### src/rtl/fifo_wr_arb.sv
// Packet-aware round-robin write arbiter and occupancy controller for a shared FIFO.
// Optional almost-full grant throttling is enabled by defining FIFO_WR_ARB_AF_EN.
module fifo_wr_arb #(
  parameter int unsigned DATA_WIDTH = 8,
  parameter int unsigned NUM_REQ    = 4,
  parameter int unsigned DEPTH      = 16,
  parameter int unsigned AF_LEVEL   = 12
) (
  input  logic                          clk,
  input  logic                          rst,
  input  logic [NUM_REQ-1:0]            req_valid,
  input  logic [NUM_REQ-1:0]            req_last,
  input  logic [NUM_REQ*DATA_WIDTH-1:0] req_data,
  output logic [NUM_REQ-1:0]            req_ready,
  input  logic                          pop_req,
  output logic                          fifo_wr_en,
  output logic [DATA_WIDTH-1:0]         fifo_wr_data,
  output logic                          fifo_rd_en,
  output logic [$clog2(NUM_REQ)-1:0]    owner,
  output logic [$clog2(DEPTH):0]        count,
  output logic                          full,
  output logic                          empty,
  output logic                          almost_full
);

  localparam int unsigned IW = $clog2(NUM_REQ);
  localparam int unsigned CW = $clog2(DEPTH) + 1;

  if (NUM_REQ < 2 || NUM_REQ > 8 || AF_LEVEL > DEPTH) begin : g_param_check
    $fatal(1, "fifo_wr_arb: unsupported parameter combination");
  end

  typedef enum logic [0:0] {StArb, StHold} state_e;

  state_e        state_q, state_d;
  // In StArb owner_q doubles as the round-robin pointer (last grant holder).
  logic [IW-1:0] owner_q, owner_d;
  logic [CW-1:0] count_q, count_d;
  logic          full_q, empty_q, af_q;

  logic          space, grant_ok, push;
  logic          cand_found;
  logic [IW-1:0] cand, sel;

  assign fifo_rd_en = pop_req & ~empty_q & ~rst;
  assign space      = ~full_q | fifo_rd_en;

`ifdef FIFO_WR_ARB_AF_EN
  assign grant_ok    = space & ~af_q;
  assign almost_full = af_q;
`else
  assign grant_ok    = space;
  assign almost_full = 1'b0;
`endif

  // First valid requester after the pointer, wrapping modulo NUM_REQ.
  always_comb begin
    cand_found = 1'b0;
    cand       = owner_q;
    for (int k = 1; k <= int'(NUM_REQ); k++) begin
      logic [IW-1:0] idx;
      idx = IW'((int'(owner_q) + k) % int'(NUM_REQ));
      if (!cand_found && req_valid[idx]) begin
        cand_found = 1'b1;
        cand       = idx;
      end
    end
  end

  always_comb begin
    req_ready = '0;
    sel       = owner_q;
    state_d   = state_q;
    owner_d   = owner_q;
    if (!rst) begin
      unique case (state_q)
        StArb: begin
          if (cand_found && grant_ok) begin
            req_ready[cand] = 1'b1;
            sel             = cand;
            owner_d         = cand;
            if (!req_last[cand]) state_d = StHold;
          end
        end
        StHold: begin
          if (req_valid[owner_q] && space) begin
            req_ready[owner_q] = 1'b1;
            if (req_last[owner_q]) state_d = StArb;
          end
        end
        default: state_d = StArb;
      endcase
    end
  end

  assign push         = |(req_valid & req_ready);
  assign fifo_wr_en   = push;
  assign fifo_wr_data = push ? req_data[int'(sel)*DATA_WIDTH +: DATA_WIDTH] : '0;

  always_comb begin
    unique case ({push, fifo_rd_en})
      2'b10:   count_d = count_q + CW'(1);
      2'b01:   count_d = count_q - CW'(1);
      default: count_d = count_q;
    endcase
  end

  always_ff @(posedge clk) begin
    if (rst) begin
      state_q <= StArb;
      owner_q <= IW'(NUM_REQ - 1);
      count_q <= '0;
      full_q  <= 1'b0;
      empty_q <= 1'b1;
      af_q    <= 1'b0;
    end else begin
      state_q <= state_d;
      owner_q <= owner_d;
      count_q <= count_d;
      full_q  <= (count_d == CW'(DEPTH));
      empty_q <= (count_d == '0);
      af_q    <= (count_d >= CW'(AF_LEVEL));
    end
  end

  assign owner = owner_q;
  assign count = count_q;
  assign full  = full_q;
  assign empty = empty_q;

endmodule
### config.mk
export PLATFORM = sky130hd
export DESIGN_NAME = fifo_wr_arb
export DESIGN_NICKNAME = d
export VERILOG_FILES = /design/src/rtl/fifo_wr_arb.sv
export SDC_FILE = /design/constraint.sdc
export NUM_CORES = 1
export LEC_CHECK = 0
export ABC_AREA = 1
export BUFFER_PORTS_ARGS = -buffer_cell sky130_fd_sc_hd__buf_2
export CORE_ASPECT_RATIO = 1.25
export CORE_MARGIN = 2
export CORE_UTILIZATION = 36
export CTS_BUF_LIST = sky130_fd_sc_hd__clkbuf_2 sky130_fd_sc_hd__clkbuf_4 sky130_fd_sc_hd__clkbuf_8
export CTS_CLUSTER_SIZE = 25
export DETAILED_ROUTE_END_ITERATION = 16
export GPL_TIMING_DRIVEN = 0
export PLACE_DENSITY = 0.71
export SYNTH_ARGS = -nofsm -noshare
export SYNTH_HDL_FRONTEND = slang
export SYNTH_SLANG_ARGS = --single-unit
export TNS_END_PERCENT = 1
### constraint.sdc
create_clock -name clk -period 4.5 [get_ports clk]
set_input_delay 0.9 -clock clk [delete_from_list [all_inputs] [get_ports clk]]
set_output_delay 0.9 -clock clk [all_outputs]
set_load 0.03 [all_outputs]
==> results of run 1 <==
area by class of cell:
cell class | count | area, sq um
Clock buffer | 4 | 55.05
Fill cell | 486 | 2132
Timing Repair Buffer | 65 | 325.3
Buffer | 7 | 43.79
Sequential cell | 10 | 200.2
Multi-Input combinational cell | 218 | 1124
Inverter | 57 | 214.0
Tap cell | 56 | 70.07
metrics by stage:
stage	std cells	instance area, sq um	utilization [%]	power [mW]
floorplan	292	1582	-	0.9534
global placement	413	1977	47.48	1.188
detailed placement	413	1977	47.48	1.200
CTS	417	2032	48.80	1.321
global route	417	2032	48.80	1.463
finish	417	2032	48.80	1.316
logic make-up (layout without fill, tap and decap cells):
kind of cell             after synthesis  count (layout)  synth area share (%)
AO/OA/AOI/OAI                         24              24                 8.625
XOR/XNOR                               3               3                 1.662
adder cells (fa/ha/maj)                9               9                 7.595
buffers and inverters                 64             133                 16.30
flip-flops                            10              10                 12.66
other                                  1               1                0.2371
AND/OR/NAND/NOR                      181             181                 52.93
state kept, by name (all words and copies together), names as in the netlist:
name,cells
state_q,1
count,5
empty,1
owner,2
full,1
tightest hold or removal path, cell delays in order, from the launching register on:
cell and delay [ns]:
sky130_fd_sc_hd__dfxtp_1 0.33, sky130_fd_sc_hd__o21ai_0 0.08, sky130_fd_sc_hd__a21oi_1 0.07
how the worst min path moves through the flow:
stage	startpoint	end	slack [ns]	cells after the start
after CTS	state_q$_SDFF_PP0_	state_q$_SDFF_PP0_	0.52	2
after global routing	state_q$_SDFF_PP0_	state_q$_SDFF_PP0_	0.56	2
after floorplan	state_q$_SDFF_PP0_	state_q$_SDFF_PP0_	0.48	2
after detailed placement	state_q$_SDFF_PP0_	state_q$_SDFF_PP0_	0.52	2
final	state_q$_SDFF_PP0_	state_q$_SDFF_PP0_	0.53	2
after global placement	state_q$_SDFF_PP0_	state_q$_SDFF_PP0_	0.51	2
per-layer routing:
layer / vias to the layer above / share of wire, % / global-route usage, %
met3: 2 / 5.0 / 2.149
met5: - / 0 / 0
li1: 1047 / - / -
met4: 0 / 0.62 / 5.217
met1: 883 / 42 / 21.88
met2: 62 / 53 / 33.94
placed cells by master, fill, tap and decap left out, types with 7 or more instances in the layout:
cell                       count
sky130_fd_sc_hd__nand2_1      87
sky130_fd_sc_hd__buf_2        67
sky130_fd_sc_hd__inv_1        54
sky130_fd_sc_hd__nand3_1      47
sky130_fd_sc_hd__nor2_1       21
sky130_fd_sc_hd__nand2_2      13
sky130_fd_sc_hd__dfxtp_1      10
sky130_fd_sc_hd__o21ai_0       9
sky130_fd_sc_hd__a21oi_1       8
sky130_fd_sc_hd__ha_1          8
sky130_fd_sc_hd__nand3b_1      7
where the power goes:
| part | internal (mW) | switching, mW |
|---|---|---|
| registers | 0.117 | 0.0313 |
| clock network | 0.0771 | 0.0374 |
| logic | 0.331 | 0.722 |
==> Implementation_results.wiki, run 1 <==
{| class="wikitable"
! Metric !! Value
|-
| Run status || finished, final reports clean
|-
| Part of the Yosys area used for sequential elements || ~13%
|-
| Routed wire length || approximately 4500 microns
|-
| FFs w/ async S/R, synth || 0%
|-
| Share of the clock period used by the worst path after layout || roughly nine tenths
|-
| Clock-pin transition on the worst setup and hold timing paths || 0.05 ns
|-
| Startpoint of the worst register-to-register path || owner[1]$_SDFF_PP1_
|-
| Insertion delay to the later sink of the worst-skew pair || around 0.24 ns
|-
| Type of destination of the critical path || flop
|-
| Crit Reg-Reg Endpoint || empty$_SDFF_PP1_
|-
| Detailed-placement wirelength estimate || approximately 3600 microns
|-
| Most common cell in the netlist || sky130_fd_sc_hd__nand2_1
|-
| Total setup buffers inserted after CTS || 0
|-
| Num CTS Buffers || 3
|-
| CTS tree || built
|-
| First-pass DRT Iterations || 4
|-
| H-tree Lvls || 1
|-
| RSZ-0062 raised after global routing || no
|-
| Cell count along the critical path || 22
|-
| Synthesized area || between 1500 and 2000 sq um
|-
| Share of layout cells above drive strength 1 || a little over a quarter
|-
| Antenna diode count || 0
|-
| Setup slack at placement || ~0.48 ns
|-
| Number of synthesized flops with an enable pin || 0
|-
| Max Clock Skew || around 0.0022 ns
|-
| Floorplan Core Area || between 4000 and 5000 sq um
|-
| Chip Width || around 63 microns
|-
| Final TNS setup || 0 ns
|-
| Starting utilization of the core area || between 30% and 40%
|-
| Time the worst path needs with I/O delays and setup || about 4.1 ns
|-
| Worst-case vdd ir drop || roughly 0.39 mV
|-
| # IOs || 67
|-
| Hold crit path type || reg2reg
|-
| Worst endpoint required time || 4.61 ns
|-
| Most repeated library cell on the critical path || sky130_fd_sc_hd__nand2_1
|-
| List of most frequent post-synthesis cells || sky130_fd_sc_hd__nand2_1 (87), sky130_fd_sc_hd__inv_1 (54), sky130_fd_sc_hd__nand3_1 (47), sky130_fd_sc_hd__nor2_1 (21), sky130_fd_sc_hd__nand2_2 (13)
|-
| Total of endpoints with negative setup slack in the final report || 0
|-
| Cell Pwr Density || between 600 and 700 nW/um^2
|-
| Final Net Count || between 400 and 500
|-
| Gr ovfl total || 0
|-
| Instance count of the mapped netlist || 292
|-
| Syn_area_per_cell || 5.416 sq um
|-
| Max stage delay cell, worst path || sky130_fd_sc_hd__dfxtp_1
|-
| Reg2reg setup slack || ~0.43 ns
|-
| Standard-cell rows || 26
|-
| Routed vias || approximately 2,000
|-
| Final RePlAce weighted congestion || ~0.82
|-
| Fin Hold WS || 0.5253 ns
|-
| Total count of hold-check failures in the final report || 0
|-
| Worst Path Buf+Inv || 2
|-
| Vias in the first global route || between 1,500 and 2,000
|-
| DRC viols || 0
|-
| Biggest area consumer among synthesized cells || sky130_fd_sc_hd__nand2_1
|-
| Static leakage || approximately 1.3 nW
|-
| GRT Overall Usage || 18.27%
|-
| Height of the die || between 70 and 80 microns
|-
| CP startpoint || owner[1]$_SDFF_PP1_
|-
| Synth warn || 0
|-
| Type of element launching the critical path || flop
|-
| Post-synthesis net count || 344
|-
| Largest stage delay on the critical path || ~0.51 ns
|-
| Number of routed nets with antenna violations || 0
|-
| Global-route wire length before repair || ~7600 microns
|-
| Largest driver fanout on the critical path || 9
|-
| Root buffer selected by CTS || sky130_fd_sc_hd__clkbuf_8
|-
| Critical path's top delay family || adder cells
|-
| Area Overhead vs Synth || 28.48%
|-
| Leading cell types by total area after synthesis || sky130_fd_sc_hd__nand2_1 (21%), sky130_fd_sc_hd__nand3_1 (15%), sky130_fd_sc_hd__inv_1 (13%)
|-
| Most common flop cell mapped by yosys || sky130_fd_sc_hd__dfxtp_1
|-
| Max-slew violation count || 0
|-
| Crit path cell chain || inv_1 > ha_1 > inv_1 > nand3_1 > nand2_1 > nor2_1 > nand2_1 > nand2_1 > nand2_2 > o21ai_0 > nand3_1 > nand2_1 > nor2_1 > ha_1 > ha_1 > nand2_1 > nor2_1 > a211oi_1 > o21ai_0 > a21oi_1 > xor2_1 > o21ai_0
|-
| Cell depth of the worst flop-to-flop path || 22
|-
| Synthesis-stage register bit count || 10
|-
| Final worst slack || 0.4270 ns
|-
| Quantity of gates resized following cts || 0
|-
| Average vias per placed instance || roughly 4.8
|-
| Count of cell types in the netlist || 32
|-
| Hold-fix buffers, CTS || 0
|-
| Crit path to || empty$_SDFF_PP1_
|-
| CTS max path bufs || 2
|-
| Number of buffers inserted by port buffering || 65
|-
| Largest net degree at the start of global routing || 12
|-
| Die area || just under 5000 sq um
|-
| Routed len/inst || 10.75 microns
|-
| DRC violation total after the first TritonRoute iteration || 42
|-
| Count of max-cap constraint violations || 0
|-
| Sinks on the clock net || 10
|-
| Type of the setup path with the least slack || reg2reg
|-
| Antenna violations before repair || 0
|-
| Proportion of netlist area held by the largest area contributor || approximately a fifth
|-
| Worst endpoint data arrival time || ~4.2 ns
|-
| Maximum achievable frequency || around 250 MHz
|}
No activity file was read; power rests on OpenSTA's default activity.
==> run 2, diff against run 1 <==
Settings changed: REMOVE_ABC_BUFFERS from default to 1.
==> run 2 against run 1 <==
Worst setup slack improved by 0.090 ns. Critical endpoint is now full$_SDFF_PP0_. Sequential share of layout area is 0.27 points higher. Global-route usage fell by 1.3 points. Flip-flop and latch count did not move. First-iteration DRC count rose to 3.4 times the previous value. Worst hold slack worse by 0.013 ns.
==> Implementation_results.wiki, run 2 (synthesis gave the netlist of run 1 again) <==
{| class="wikitable"
! Metric !! Value
|-
| Run status || finished, final reports clean
|-
| First-pass DRT Iterations || 4
|-
| Total count of hold-check failures in the final report || 0
|-
| Worst endpoint data arrival time || approximately 4.2 ns
|-
| Routed met1 length || roughly 1800 microns
|-
| Area Overhead vs Synth || 25.79%
|-
| Worst endpoint required time || roughly 4.7 ns
|-
| Largest driver fanout on the critical path || 9
|-
| Insertion delay to the later sink of the worst-skew pair || between 0.2 and 0.25 ns
|-
| Finished Layout Cells || 410
|-
| Top routing layer used || met4
|-
| Normalized max-slew margin || about 60%
|-
| Root buffer selected by CTS || sky130_fd_sc_hd__clkbuf_8
|-
| Share of layout cells above drive strength 1 || around a quarter
|-
| Largest register FFs || 5
|-
| Post-layout power || 1.289 mW
|-
| Most common cell after layout, fill and taps aside || sky130_fd_sc_hd__nand2_1
|-
| Average vias per placed instance || approximately 4.7
|-
| Max-slew violation count || 0
|-
| Max Clock Skew || about 0.005 ns
|-
| Type of element launching the critical path || flop
|-
| Number of routed nets with antenna violations || 0
|-
| DRC violation total after the first TritonRoute iteration || about 140
|-
| Chip Width || ~63 microns
|-
| Most repeated library cell on the critical path || sky130_fd_sc_hd__nand2_1
|-
| Hold-fix buffers, CTS || 0
|-
| Share of the clock period used by the worst path after layout || roughly 90%
|-
| Global-route wire length before repair || ~7100 microns
|-
| Final RePlAce weighted congestion || between 0.9 and 1
|-
| Static leakage || approximately 1.3 nW
|-
| Sinks on the clock net || 10
|-
| Routed wire length || slightly above 4000 microns
|-
| Gr ovfl total || 0
|-
| # IOs || 67
|-
| Starting utilization of the core area || about 38%
|-
| Met2 Routed Length || 2051 microns
|-
| Number of buffers inserted by port buffering || 65
|-
| Commonest cells after routing, fill and taps aside || sky130_fd_sc_hd__nand2_1 (87), sky130_fd_sc_hd__buf_2 (65), sky130_fd_sc_hd__inv_1 (54)
|-
| DRC viols || 0
|-
| Type of the setup path with the least slack || reg2reg
|-
| Hold crit path type || reg2reg
|-
| Fin Hold WS || 0.5119 ns
|-
| Count of max-cap constraint violations || 0
|-
| Final core utilization || between 40% and 50%
|-
| CTS max path bufs || 2
|-
| Max stage delay cell, worst path || sky130_fd_sc_hd__dfxtp_1
|-
| RSZ-0062 raised after global routing || no
|-
| Type of destination of the critical path || flop
|-
| Num CTS Buffers || 3
|-
| Time the worst path needs with I/O delays and setup || approximately 4.0 ns
|-
| Antenna violations before repair || 0
|-
| Largest stage delay on the critical path || 0.52 ns
|-
| CTS tree || built
|-
| Detailed-placement wirelength estimate || 3340 microns
|-
| Floorplan Core Area || about 4200 sq um
|-
| Met3 wire len || roughly 260 microns
|-
| Placed cell area || ~1900 sq um
|-
| Routed len/inst || around 10 microns
|-
| Cell Pwr Density || 647.8 nW/um^2
|-
| Vias in the first global route || 1,793
|-
| H-tree Lvls || 1
|-
| Worst-case vdd ir drop || approximately 0.24 mV
|-
| Final design instance area without fill || 1989 sq um
|-
| Largest net degree at the start of global routing || 19
|-
| Crit path cell chain || inv_1 > ha_1 > inv_1 > nand3_1 > nand2_1 > nor2_1 > nand2_1 > nand2_1 > nand2_2 > nand3_1 > nand2_1 > nand3_1 > nand2_1 > nor2_1 > ha_1 > ha_1 > nand2_1 > nor2_1 > a211oi_1 > o21ai_0 > a21oi_1 > xor2_1 > nand2_1 > nor2_1
|-
| Antenna diode count || 0
|-
| Clock-pin transition on the worst setup and hold timing paths || around 0.05 ns
|-
| Final worst slack || roughly 0.52 ns
|-
| Height of the die || a little under 80 microns
|-
| Number of placed instances with taps included || between 400 and 500
|-
| GRT Overall Usage || between 10% and 20%
|-
| Final TNS setup || 0 ns
|-
| Setup slack at placement || 0.2592 ns
|-
| Maximum achievable frequency || between 200 and 300 MHz
|-
| Routed vias || 1,942
|-
| Final Net Count || between 400 and 500
|-
| Slew at the pin with the worst max-slew slack || ~0.58 ns
|-
| Standard-cell rows || 26
|-
| Die area || approximately 4900 sq um
|-
| Total of endpoints with negative setup slack in the final report || 0
|}
==> run 2: what timing repair did <==
action                                  in CTS  in global routing
hold endpoints to repair                     0                  0
endpoints found under the setup margin       0                 13
gates resized for setup                      0                  2
buffers inserted                             0                  0
==> run 2: report_power, final <==
| group | internal [mW] | total (mW) | switching [mW] |
|---|---|---|---|
| Combinational | 0.317 | 1.02 | 0.705 |
| Clock | 0.0769 | 0.112 | 0.0351 |
| Sequential | 0.117 | 0.155 | 0.0374 |
==> run 2: metal layers <==
layer / track usage, % / vias up
met2: 32.23 / 76
met3: 2.149 / 2
li1: - / 1035
met1: 19.46 / 829
met5: 0 / -
met4: 5.000 / 0
==> run 2: critical path, delay by kind of cell, from the launching register on <==
family / cells / cell delay (ns)
simple gates: 15 / 1.40
xor+xnor: 1 / 0.20
flops: 1 / 0.52
buf+inv: 2 / 0.34
compound gates: 3 / 0.51
fa+ha+maj: 3 / 0.97
==> run 2: worst paths after layout <==
kind,start,cells past startpoint,slack (ns),endpoint
hold reg to reg,state_q$_SDFF_PP0_,2,0.51,state_q$_SDFF_PP0_
setup reg to reg,owner[1]$_SDFF_PP1_,24,0.52,full$_SDFF_PP0_
hold / removal,state_q$_SDFF_PP0_,2,0.51,state_q$_SDFF_PP0_
setup / recovery,owner[1]$_SDFF_PP1_,24,0.52,full$_SDFF_PP0_
==> run 2: layout make-up <==
cell class,instances,area [sq um]
fill,484,2175
sequential,10,201.4
inverter,57,214.0
timing repair buffer,65,325.3
multi-input combinational,218,1124
tap,56,70.07
clock buffer,4,55.05
==> run 3, diff against run 2 <==
Settings changed: REMOVE_ABC_BUFFERS 1 to default, SETUP_SLACK_MARGIN from default to 0.2.
==> run 3 against run 2 <==
Wire length is 8.5% higher. Cell count is 1.7% higher. Sequential share of layout area is 0.16 points lower. Flip-flop and latch count stayed put. Worst hold slack better by 0.0099 ns. Non-clock buffer count is 7 higher. Register-to-register slack better by 0.14 ns. Global-route usage is 1.3 points higher. Via count is 0.67% higher. Clock-buffer cell count stayed put. Critical path type unchanged.
==> Implementation_results.wiki, run 3 (synthesis gave the netlist of run 1 again) <==
{| class="wikitable"
! Metric !! Value
|-
| Max stage delay cell, worst path || sky130_fd_sc_hd__dfxtp_2
|-
| Area occupied by multi-input gates || between 1000 and 1500 sq um
|-
| Standard-cell rows || 26
|-
| DRC violation total after the first TritonRoute iteration || just under 50
|-
| Gr ovfl total || 0
|-
| Fill cell instance count of the final layout || a little under 500
|-
| Type of the setup path with the least slack || reg2reg
|-
| Number of buffers inserted by port buffering || 65
|-
| Hold crit path type || reg2reg
|-
| Time the worst path needs with I/O delays and setup || a little under 4 ns
|-
| First-pass DRT Iterations || 4
|-
| Cell Pwr Density || around 650 nW/um^2
|-
| Met1 routing resource usage after global routing || 21.88%
|-
| Run status || finished, final reports clean
|-
| Clock-pin transition on the worst setup and hold timing paths || roughly 0.05 ns
|-
| Area taken by flip-flops and latches || 202.7 sq um
|-
| Floorplan Core Area || ~4200 sq um
|-
| Most repeated library cell on the critical path || sky130_fd_sc_hd__nand2_1
|-
| Insertion delay to the later sink of the worst-skew pair || ~0.24 ns
|-
| Routed wire length || 4460 microns
|-
| Type of destination of the critical path || flop
|-
| Starting utilization of the core area || 37.98%
|-
| Met2 Track Usage GR || between 30 and 40%
|-
| Commonest cells after routing, fill and taps aside || sky130_fd_sc_hd__nand2_1 (87), sky130_fd_sc_hd__buf_2 (67), sky130_fd_sc_hd__inv_1 (54)
|-
| Static leakage || between 1 and 1.5 nW
|-
| CTS max path bufs || 2
|-
| Worst-case vdd ir drop || between 0.3 and 0.4 mV
|-
| Total count of hold-check failures in the final report || 0
|-
| Met3 routing resource usage after global routing || 2.149%
|-
| Final TNS setup || 0 ns
|-
| CTS tree || built
|-
| Global-route wire length before repair || around 7600 microns
|-
| Fin Hold WS || 0.5218 ns
|-
| Share of the clock period used by the worst path after layout || between 80 and 90%
|-
| Count of max-cap constraint violations || 0
|-
| Worst endpoint required time || between 4 and 5 ns
|-
| Root buffer selected by CTS || sky130_fd_sc_hd__clkbuf_8
|-
| Sinks on the clock net || 10
|-
| Worst endpoint data arrival time || 3.96 ns
|-
| Number of routed nets with antenna violations || 0
|-
| Chip Width || approximately 63 microns
|-
| Largest stage delay on the critical path || ~0.42 ns
|-
| Total of endpoints with negative setup slack in the final report || 0
|-
| Crit path cell chain || inv_1 > ha_1 > inv_1 > nand3_1 > nand2_1 > nor2_1 > nand2_1 > nand2_1 > nand2_2 > nand3_1 > nand2_1 > nand3_1 > nand2_1 > nor2_1 > ha_1 > ha_1 > nand2_1 > nor2_1 > a211oi_1 > o21ai_0 > a21oi_1 > xor2_1 > o21ai_0
|-
| Detailed-placement wirelength estimate || roughly 3600 microns
|-
| Height of the die || about 78 microns
|-
| Largest register FFs || 5
|-
| Average vias per placed instance || around 4.7
|-
| Most common cell after layout, fill and taps aside || sky130_fd_sc_hd__nand2_1
|-
| Maximum achievable frequency || roughly 260 MHz
|-
| Share of layout cells above drive strength 1 || around 27%
|-
| Max-slew violation count || 0
|-
| Antenna violations before repair || 0
|-
| Antenna diode count || 0
|-
| Die area || slightly below 5000 sq um
|-
| Routed vias || roughly 2,000
|-
| Grt peak-use layer || met2
|-
| Final core utilization || 48.86%
|-
| Largest net degree at the start of global routing || 12
|-
| Max Clock Skew || ~0.0023 ns
|-
| RSZ-0062 raised after global routing || no
|-
| # IOs || 67
|-
| Largest driver fanout on the critical path || 9
|-
| Final Net Count || between 400 and 500
|-
| Num CTS Buffers || 3
|-
| H-tree Lvls || 1
|-
| Vias in the first global route || about 1,800
|-
| DRC viols || 0
|-
| Reg2reg setup slack || around 0.65 ns
|-
| Type of element launching the critical path || flop
|-
| Final RePlAce weighted congestion || 0.8201
|-
| Routed len/inst || 10.70 microns
|-
| GRT Overall Usage || 18.27%
|-
| Area Overhead vs Synth || 28.64%
|}
run 3: changes by cell type in the layout (fill, tap and decap cells not counted):
cell and change:
sky130_fd_sc_hd__dfxtp_2 +1, sky130_fd_sc_hd__buf_4 +2, sky130_fd_sc_hd__buf_2 +2, sky130_fd_sc_hd__clkbuf_1 +2, sky130_fd_sc_hd__dfxtp_1 -1, sky130_fd_sc_hd__buf_6 +1
run 3: report_power, final:
group	leakage (nW)	internal, mW	total [mW]	switching (mW)
registers	0.0823	0.118	0.149	0.0311
clock network	0.0288	0.0771	0.114	0.0373
logic	1.21	0.332	1.05	0.722
total	1.32	0.528	1.32	0.790
run 3: final cells by class:
class	instances	area share [%]
multi-input combinational	218	55.23
inverter	57	10.52
clock buffer	4	2.706
tap	56	3.444
timing repair buffer	65	15.99
buffer	7	2.153
sequential	10	9.963
run 3: worst paths after layout:
kind                            cells after the start           startpoint                  to
worst max-delay path                               23  owner[1]$_SDFF_PP1_    empty$_SDFF_PP1_
worst min-delay path                                2   state_q$_SDFF_PP0_  state_q$_SDFF_PP0_
worst max register to register                     23  owner[1]$_SDFF_PP1_    empty$_SDFF_PP1_
worst min register to register                      2   state_q$_SDFF_PP0_  state_q$_SDFF_PP0_
run 3: repair_timing:
action,in CTS,in global routing
endpoints found under the setup margin,0,3
resized for setup,0,3
buffers inserted,0,0
hold buffers,0,0
run 3: stage by stage:
| step | instances | total power, mW | setup slack, ns | area [sq um] |
|---|---|---|---|---|
| 2_1_floorplan | 292 | 0.9534 | 0.9027 | 1582 |
| 3_3_place_gp | 413 | 1.188 | 0.5241 | 1977 |
| 3_5_place_dp | 413 | 1.200 | 0.4754 | 1977 |
| 4_1_cts | 417 | 1.321 | 0.4114 | 2032 |
| 5_1_grt | 417 | 1.466 | 0.2279 | 2034 |
| 6_report | 417 | 1.318 | 0.6538 | 2034 |
run 3: per-layer routing:
metal  part of all wire, %  wire length, microns
met5                     0                     0
met4                  0.63                    28
met3                   3.6                   160
met2                    52                  2324
met1                    44                  1947
run 3: critical path, delay by kind of cell, from the launching register on:
kind	cells	cell delay (ns)
AND/OR/NAND/NOR	13	1.21
adder cells (fa/ha/maj)	3	0.98
AO/OA/AOI/OAI	4	0.63
flip-flops	1	0.42
buffers and inverters	2	0.28
XOR/XNOR	1	0.19
